## src/rtl/game_tick_scheduler.sv

```systemverilog
// Per-frame game update sequencer: on vblank runs player, ball and brick
// update units in order via req/ack, with divider, timeout and overrun flags.
module game_tick_scheduler #(
    parameter int unsigned TICK_DIV       = 1,
    parameter int unsigned TIMEOUT_CYCLES = 65535
) (
    input  logic        CLOCK_50,
    input  logic        rst_n,
    input  logic        vblank,
    input  logic        pause,
    input  logic        clear_err,
    output logic        player_req,
    input  logic        player_ack,
    output logic        ball_req,
    input  logic        ball_ack,
    output logic        brick_req,
    input  logic        brick_ack,
    output logic        busy,
    output logic        tick_done,
    output logic [15:0] frame_count,
    output logic [15:0] tick_count,
    output logic        overrun,
    output logic        timeout_err
);

    typedef enum logic [2:0] {
        S_IDLE,
        S_PLAYER,
        S_BALL,
        S_BRICK,
        S_DONE
    } state_t;

    localparam logic [7:0]  DIV_LAST = 8'(TICK_DIV - 1);
    localparam logic [15:0] TO_LAST  = 16'(TIMEOUT_CYCLES - 1);

    state_t      state_q, state_d;
    logic        vblank_q;
    logic [7:0]  div_q, div_d;
    logic [15:0] phase_q, phase_d;
    logic        req_q, req_d;
    logic [15:0] frame_q, frame_d;
    logic [15:0] tick_q, tick_d;
    logic        overrun_q, overrun_d;
    logic        timeout_q, timeout_d;

    logic frame_edge;
    logic idle;
    logic in_phase;
    logic phase_ack;
    logic phase_end;
    logic phase_to;
    logic start;

    always_ff @(posedge CLOCK_50 or negedge rst_n) begin
        if (!rst_n) begin
            state_q   <= S_IDLE;
            vblank_q  <= 1'b0;
            div_q     <= '0;
            phase_q   <= '0;
            req_q     <= 1'b0;
            frame_q   <= '0;
            tick_q    <= '0;
            overrun_q <= 1'b0;
            timeout_q <= 1'b0;
        end else begin
            state_q   <= state_d;
            vblank_q  <= vblank;
            div_q     <= div_d;
            phase_q   <= phase_d;
            req_q     <= req_d;
            frame_q   <= frame_d;
            tick_q    <= tick_d;
            overrun_q <= overrun_d;
            timeout_q <= timeout_d;
        end
    end

    always_comb begin
        phase_ack = 1'b0;
        in_phase  = 1'b0;
        case (state_q)
            S_PLAYER: begin phase_ack = player_ack; in_phase = 1'b1; end
            S_BALL:   begin phase_ack = ball_ack;   in_phase = 1'b1; end
            S_BRICK:  begin phase_ack = brick_ack;  in_phase = 1'b1; end
            default:  begin phase_ack = 1'b0;       in_phase = 1'b0; end
        endcase
    end

    assign frame_edge = vblank & ~vblank_q;
    assign idle       = (state_q == S_IDLE);
    // An ack arriving on the final allowed cycle still counts as success.
    assign phase_end  = req_q & (phase_ack | (phase_q == TO_LAST));
    assign phase_to   = req_q & ~phase_ack & (phase_q == TO_LAST);
    assign start      = frame_edge & idle & ~pause & (div_q == DIV_LAST);

    always_comb begin
        state_d = state_q;
        case (state_q)
            S_IDLE:   if (start)     state_d = S_PLAYER;
            S_PLAYER: if (phase_end) state_d = S_BALL;
            S_BALL:   if (phase_end) state_d = S_BRICK;
            S_BRICK:  if (phase_end) state_d = S_DONE;
            S_DONE:                  state_d = S_IDLE;
            default:                 state_d = S_IDLE;
        endcase
    end

    always_comb begin
        req_d     = in_phase & ~phase_end;
        phase_d   = phase_q;
        div_d     = div_q;
        frame_d   = frame_q;
        tick_d    = tick_q;
        overrun_d = overrun_q;
        timeout_d = timeout_q;

        // Phase counter only runs while the request is visible to the unit.
        if (state_d != state_q) begin
            phase_d = '0;
        end else if (req_q) begin
            phase_d = phase_q + 16'd1;
        end

        if (frame_edge & idle & ~pause) begin
            div_d = (div_q == DIV_LAST) ? 8'd0 : div_q + 8'd1;
        end

        if (frame_edge) begin
            frame_d = frame_q + 16'd1;
        end

        if (state_q == S_DONE) begin
            tick_d = tick_q + 16'd1;
        end

        if (frame_edge & ~idle) begin
            overrun_d = 1'b1;
        end else if (clear_err) begin
            overrun_d = 1'b0;
        end

        if (phase_to) begin
            timeout_d = 1'b1;
        end else if (clear_err) begin
            timeout_d = 1'b0;
        end
    end

    always_comb begin
        player_req  = req_q & (state_q == S_PLAYER);
        ball_req    = req_q & (state_q == S_BALL);
        brick_req   = req_q & (state_q == S_BRICK);
        busy        = ~idle;
        tick_done   = (state_q == S_DONE);
        frame_count = frame_q;
        tick_count  = tick_q;
        overrun     = overrun_q;
        timeout_err = timeout_q;
    end

endmodule

```

## config.mk

```make
export PLATFORM = sky130hd
export DESIGN_NAME = game_tick_scheduler
export DESIGN_NICKNAME = d
export VERILOG_FILES = /design/src/rtl/game_tick_scheduler.sv
export SDC_FILE = /design/constraint.sdc
export NUM_CORES = 1
export LEC_CHECK = 0
export CAP_MARGIN = 20
export CORE_UTILIZATION = 53
export CTS_CLUSTER_DIAMETER = 60
export DETAILED_ROUTE_END_ITERATION = 10
export PLACE_DENSITY_LB_ADDON = 0.1
export REMOVE_ABC_BUFFERS = 1
export SYNTH_ARGS = -nofsm -noshare
export SYNTH_HDL_FRONTEND = slang
export SYNTH_SLANG_ARGS = --single-unit
export TNS_END_PERCENT = 5
```

## constraint.sdc

```tcl
create_clock -name CLOCK_50 -period 2.45 [get_ports CLOCK_50]
set_clock_uncertainty 0.15 [all_clocks]
set_input_delay 0.49 -clock CLOCK_50 [delete_from_list [all_inputs] [get_ports CLOCK_50]]
set_output_delay 0.49 -clock CLOCK_50 [all_outputs]
set_load 0.1 [all_outputs]
```

==> summary.txt, run 1 <==
Cells and area
  • Ant diodes: 0
  • Non-Filler Instances: 410
  • Nets: 349
  • Design Area, Final: 3707 um2
  • Area delta synth->final: 24.92%
  • Share of post-route cells with drive strength above 1: 0.2059

Setup path
  • Largest stage delay, worst path: 0.37 ns
  • WS Path Type: reg2out
  • Worst path slowest cell: dfrtp_1
  • Launching point of the worst reg2reg path: phase_q[0]$_DFFE_PN0P_
  • CP startpoint: state_q[0]$_DFF_PN0_
  • FF-to-FF End: phase_q[11]$_DFFE_PN0P_
  • Startpoint Class: register
  • Flop2flop setup slack: 0.22 ns
  • Crit. End Element: output port
  • Sequence of cells on the critical path: buf_4, nor2_1, and2_1, buf_12
  • CP required: 1.81 ns
  • Reg2reg path depth: 8
  • Crit path DAT: 1.59 ns
  • Crit path max fanout: 9

Power
  • Pwr Density: 1000 nW/um2
  • Leakage: 0.001788 uW
  • Maximum VDD drop: 0.0007218 V
  • Power, Total: 3708 uW

Placement
  • Placed cell areas: 3488 um2
  • DPL Wire Length: 3907 um
  • GP Congestion: 0.7555
  • Setup WS pre-CTS: 0.1428 ns
  • Placed Instances: 393
  • Input/output buffers: 46

Routing
  • Post-route antenna net violation count: 0
  • Remaining DRCs: 0
  • Post-Route WL: 5532 um
  • Routed vias: 2192
  • Vias per cell: 5.346
  • 1st-pass router iterations: 5
  • Initial DRC Count: 136
  • Avg WL per Cell: 13.49 um

Global route
  • Vias in the first global route: 2195
  • First-pass GRT wire length: 9956 um
  • GRT overflow: 0
  • Antenna violations before repair: 0
  • Largest net degree at the start of global routing: 41
  • Global Route Usage Sum: 0.2168

Min path
  • Hold depth: 1
  • Hold_sp: frame_count[15]$_DFFE_PN0N_
  • Hold Path Sink: frame_count[15]$_DFFE_PN0N_
  • Min-delay worst type: reg2reg

Clock network
  • Maximum clock path buffer count: 2
  • Worst-path clk slew: 0.07 ns
  • Worst-Skew Late Latency: 0.34 ns
  • # resized after CTS: 0
  • H-tree depth: 3
  • CTS tree: built
  • CTS sink count: 63
  • Total CTS buffers: 9
  • Post-CTS Setup Bufs: 0
  • Root Driver: clkbuf_8

Synthesis
  • Post-Syn Instances: 275
  • Number of flops mapped to enable cells by yosys: 0
  • Synth top area share: 0.5312
  • Async SR Flop Fraction: 1.000
  • Dominant cell type by area after synthesis: dfrtp_1
  • Yosys warning total: 0
  • Synth Flop Type: dfrtp_1
  • Seq/Total Area, Yosys: 0.5312
  • Seq cells post-synth: 63
  • Most frequent cells after synthesis: 63 x dfrtp_1, 31 x nor2_1, 31 x xnor2_1
  • Cell Area, Synth: 2968 um2
  • Synth cell types: 40
  • Avg Synthesized Cell Area: 10.79 um2
  • Most frequent cell after synthesis: dfrtp_1
  • Synth top area cells: dfrtp_1 53%, xnor2_1 9.1%, xor2_1 5.9%

Floorplan
  • # IOs: 47
  • Area of the core: 5238 um2
  • Initial core utilization: 0.5667
  • Die Area: 5903 um2
  • Row cnt: 26
  • DIE WIDTH: 76.83 um
  • Die extent in y: 76.83 um

Status
  • Status: completed

Timing
  • Minimum clock period: 2.234 ns
  • Slew Viols, Final: 0
  • Final Setup Violations: 0
  • Slew at the pin closest to its max-slew limit: 0.5594 ns
  • Fmax: 447.7 MHz
  • RSZ-0062 raised after global routing: no
  • Final period util: 0.9116
  • Worst slew margin: 0.6270
  • Setup TNS: 0 ns
  • PnR worst setup slack: 0.2165 ns
  • Final Hold Fails: 0

Run
  • Max_cap viols: 0
-- per-stage QoR --
stage | utilization | hold slack (ns)
after floorplan | - | 0.04441
after global placement | 0.6660 | 0.3050
after detailed placement | 0.6660 | 0.3206
after CTS | 0.7078 | 0.3340
after global routing | 0.7078 | 0.3515
final | 0.7078 | 0.3313
-- routing by layer --
layer	track usage	vias to the layer above	part of all wire
li1	-	1057	-
met1	0.2829	1065	0.48
met2	0.3313	61	0.46
met3	0.06071	9	0.043
met4	0.1077	0	0.016
met5	0	-	0
-- cell usage in the layout (no fill, tap or decap), types with 10 or more instances in the layout --
cell / count
nand3_1: 15
xnor2_1: 31
inv_1: 10
dfrtp_1: 63
buf_4: 41
nand2_1: 24
clkbuf_8: 12
nand4_1: 14
nor2_1: 31
xor2_1: 20
-- state kept, by name (all words and copies together) (netlist names) --
register / count
timeout_err: 1
vblank_q: 1
frame_count: 16
overrun: 1
req_q: 1
phase_q: 16
tick_count: 16
state_q: 3
div_q: 8
-- worst max-delay path, delay by kind of cell (launching register included) --
kind,cells,cell delay (ns)
buf+inv,2,0.37
flops,1,0.37
simple gates,2,0.51
-- worst max path at each step --
stage / slack [ns] / cells past startpoint / endpoint
2_1_floorplan: -0.88 / 2 / player_req
3_3_place_gp: 0.21 / 7 / phase_q[12]$_DFFE_PN0P_
3_5_place_dp: 0.14 / 7 / phase_q[2]$_DFFE_PN0P_
4_1_cts: 0.19 / 4 / player_req
5_1_grt: 0.09 / 8 / phase_q[12]$_DFFE_PN0P_
6_report: 0.22 / 4 / tick_done
-- kinds of logic after synthesis --
logic type | share of synthesized area
AOI/OAI and AO/OA | 0.02698
xor gates and xnor gates | 0.1505
adders and majority gates | 0.02529
and+or+nand+nor | 0.2323
DFF | 0.5312
muxes | 0.007588
buffers and inverters | 0.02614
-- report_power, final --
group / total [uW] / leakage, uW / switching, uW / internal (uW)
logic: 1380 / 0.000830 / 954 / 430
registers: 1380 / 0.000849 / 195 / 1190
clock network: 941 / 0.000109 / 391 / 550
total: 3710 / 0.00179 / 1540 / 2170
-- final cells by class --
cell class                      instances  area [um2]
Multi-Input combinational cell        197        1314
Fill cell                             393        1530
Clock inverter                          3       40.04
Sequential cell                        63        1577
Clock buffer                           13       168.9
Timing Repair Buffer                   54       483.0
Tap cell                               70       87.58
Inverter                               10       37.54
-- what timing repair did --
action | 4_1_cts | 5_1_grt
hold buffers | 1 | 0
hold endpoints to repair | 16 | 0
endpoints found under the setup margin | 0 | 0
Power figures use the tool's default switching activity.
==> run 2, diff against run 1 <==
Settings changed: CELL_PAD_IN_SITES_DETAIL_PLACEMENT set to 0, CELL_PAD_IN_SITES_GLOBAL_PLACEMENT set to 1, CORE_UTILIZATION 53 to 42.
==> summary.txt, run 2 (synthesized netlist as in run 1, its figures left out) <==
Routing
  • Initial DRC Count: 63 (was 136)
  • Routed vias: 2081 (was 2192)
  • Vias per cell: 4.773 (was 5.346)
  • Avg WL per Cell: 12.74 um (was 13.49 um)
  • Post-route antenna net violation count: 0 (unchanged)
  • Remaining DRCs: 0 (unchanged)
  • Post-Route WL: 5555 um (was 5532 um)
  • 1st-pass router iterations: 4 (was 5)

Global route
  • GR Util met1: 0.2227 (was 0.2829)
  • Largest net degree at the start of global routing: 27 (was 41)
  • GRT overflow: 0 (unchanged)
  • Antenna violations before repair: 0 (unchanged)
  • Most Crowded Layer GR: met2 (unchanged)
  • Global Route Usage Sum: 0.1673 (was 0.2168)
  • GRT met3 Usage: 0.03465 (was 0.06071)
  • Met2 Track Usage GR: 0.2641 (was 0.3313)
  • Vias in the first global route: 2033 (was 2195)
  • First-pass GRT wire length: 9611 um (was 9956 um)

Floorplan
  • # IOs: 47 (unchanged)
  • Row cnt: 30 (was 26)
  • Initial core utilization: 0.4368 (was 0.5667)
  • Area of the core: 6794 um2 (was 5238 um2)
  • Die extent in y: 86.06 um (was 76.83 um)
  • DIE WIDTH: 86.06 um (was 76.83 um)
  • Die Area: 7406 um2 (was 5903 um2)

Setup path
  • CP required: 1.81 ns (about the same)
  • WS Path Type: reg2out (unchanged)
  • Launching point of the worst reg2reg path: phase_q[0]$_DFFE_PN0P_ (unchanged)
  • Reg2reg path depth: 8 (unchanged)
  • Crit path max fanout: 10 (was 9)
  • CP startpoint: req_q$_DFF_PN0_ (was state_q[0]$_DFF_PN0_)
  • Startpoint Class: register (unchanged)
  • Crit path DAT: 1.62 ns (was 1.59 ns)
  • FF-to-FF End: phase_q[9]$_DFFE_PN0P_ (was phase_q[11]$_DFFE_PN0P_)
  • Crit. End Element: output port (unchanged)
  • Flop2flop setup slack: 0.30 ns (was 0.22 ns)

Clock network
  • Root Driver: clkbuf_8 (unchanged)
  • Maximum clock path buffer count: 2 (unchanged)
  • # resized after CTS: 0 (unchanged)
  • CTS sink count: 63 (unchanged)
  • CTS tree: built (unchanged)
  • H-tree depth: 3 (unchanged)
  • Post-CTS Setup Bufs: 0 (unchanged)
  • Worst-path clk slew: 0.07 ns (about the same)
  • Worst-Skew Late Latency: 0.33 ns (was 0.34 ns)
  • CTS Hold Bufs: 0 (was 1)
  • Total CTS buffers: 9 (unchanged)

Cells and area
  • Non-Filler Instances: 436 (was 410)
  • Area delta synth->final: 26.14% (was 24.92%)
  • Nets: 349 (unchanged)
  • Share of post-route cells with drive strength above 1: 0.2059 (unchanged)
  • Design Area, Final: 3744 um2 (was 3707 um2)
  • Commonest non-fill, non-tap cells in the layout: 63 x dfrtp_1, 40 x buf_4, 31 x nor2_1, 31 x xnor2_1, 24 x nand2_1 (was 63 x dfrtp_1, 41 x buf_4, 31 x nor2_1, 31 x xnor2_1, 24 x nand2_1)
  • Leading cell type in the layout, fill and taps excluded: dfrtp_1 (unchanged)
  • Ant diodes: 0 (unchanged)

Timing
  • Setup TNS: 0 ns (unchanged)
  • Final Setup Violations: 0 (unchanged)
  • Final period util: 0.9229 (was 0.9116)
  • Minimum clock period: 2.261 ns (was 2.234 ns)
  • Slew Viols, Final: 0 (unchanged)
  • PnR worst setup slack: 0.1889 ns (was 0.2165 ns)
  • Final Hold Fails: 0 (unchanged)
  • Fmax: 442.3 MHz (was 447.7 MHz)
  • Slew at the pin closest to its max-slew limit: 0.6050 ns (was 0.5594 ns)
  • Worst slew margin: 0.5967 (was 0.6270)
  • RSZ-0062 raised after global routing: no (unchanged)

Power
  • Maximum VDD drop: 0.0005100 V (was 0.0007218 V)
  • Pwr Density: 978.0 nW/um2 (was 1000 nW/um2)
  • Leakage: 0.001788 uW (about the same)

Run
  • Max_cap viols: 0 (unchanged)

Min path
  • Min-delay worst type: in2async (was reg2reg)

Placement
  • Placed cell areas: 3553 um2 (was 3488 um2)
  • Setup WS pre-CTS: 0.1965 ns (was 0.1428 ns)
  • Placed Instances: 420 (was 393)
  • GP Congestion: 0.7586 (was 0.7555)
  • DPL Wire Length: 4099 um (was 3907 um)
  • Input/output buffers: 46 (unchanged)

Status
  • Status: completed (unchanged)
run 2: critical path, cell delays in order, from the launching register on:
cell	delay, ns
dfrtp_1	0.54
nand2b_1	0.17
nor3_1	0.35
buf_12	0.23
run 2: layer usage:
metal | vias up | share of wire
li1 | 1053 | -
met3 | 11 | 0.033
met2 | 31 | 0.47
met4 | 0 | 0.016
met1 | 986 | 0.48
met5 | - | 0
run 2: worst max path at each step:
stage | to | slack, ns | cells after the start
after floorplan | player_req | -0.88 | 2
after global placement | frame_count[13]$_DFFE_PN0N_ | 0.24 | 6
after detailed placement | phase_q[9]$_DFFE_PN0P_ | 0.20 | 7
after CTS | player_req | 0.17 | 3
after global routing | player_req | 0.09 | 3
final | player_req | 0.19 | 3
run 2: power breakdown:
| group | total [uW] | leakage (uW) | switching [uW] | internal, uW |
|---|---|---|---|---|
| clock network | 867 | 0.000100 | 374 | 493 |
| registers | 1390 | 0.000849 | 207 | 1190 |
| logic | 1400 | 0.000839 | 938 | 462 |
| total | 3660 | 0.00179 | 1520 | 2140 |
run 2: final cells by class:
class,count,area [um2]
clock buffers,12,145.1
clock inverters,4,45.04
fillers,627,3050
inverters,10,37.54
multi-input cells,197,1314
flip-flops and latches,63,1577
well taps,96,120.1
repair buffers,54,505.5
run 2: stage by stage:
stage	hold WS [ns]	power (uW)	util
2_1_floorplan	0.04441	2379	-
3_3_place_gp	0.3005	2822	0.5230
3_5_place_dp	0.3120	2828	0.5230
4_1_cts	0.02227	3715	0.5510
5_1_grt	0.04954	3869	0.5510
6_report	0.01253	3661	0.5510
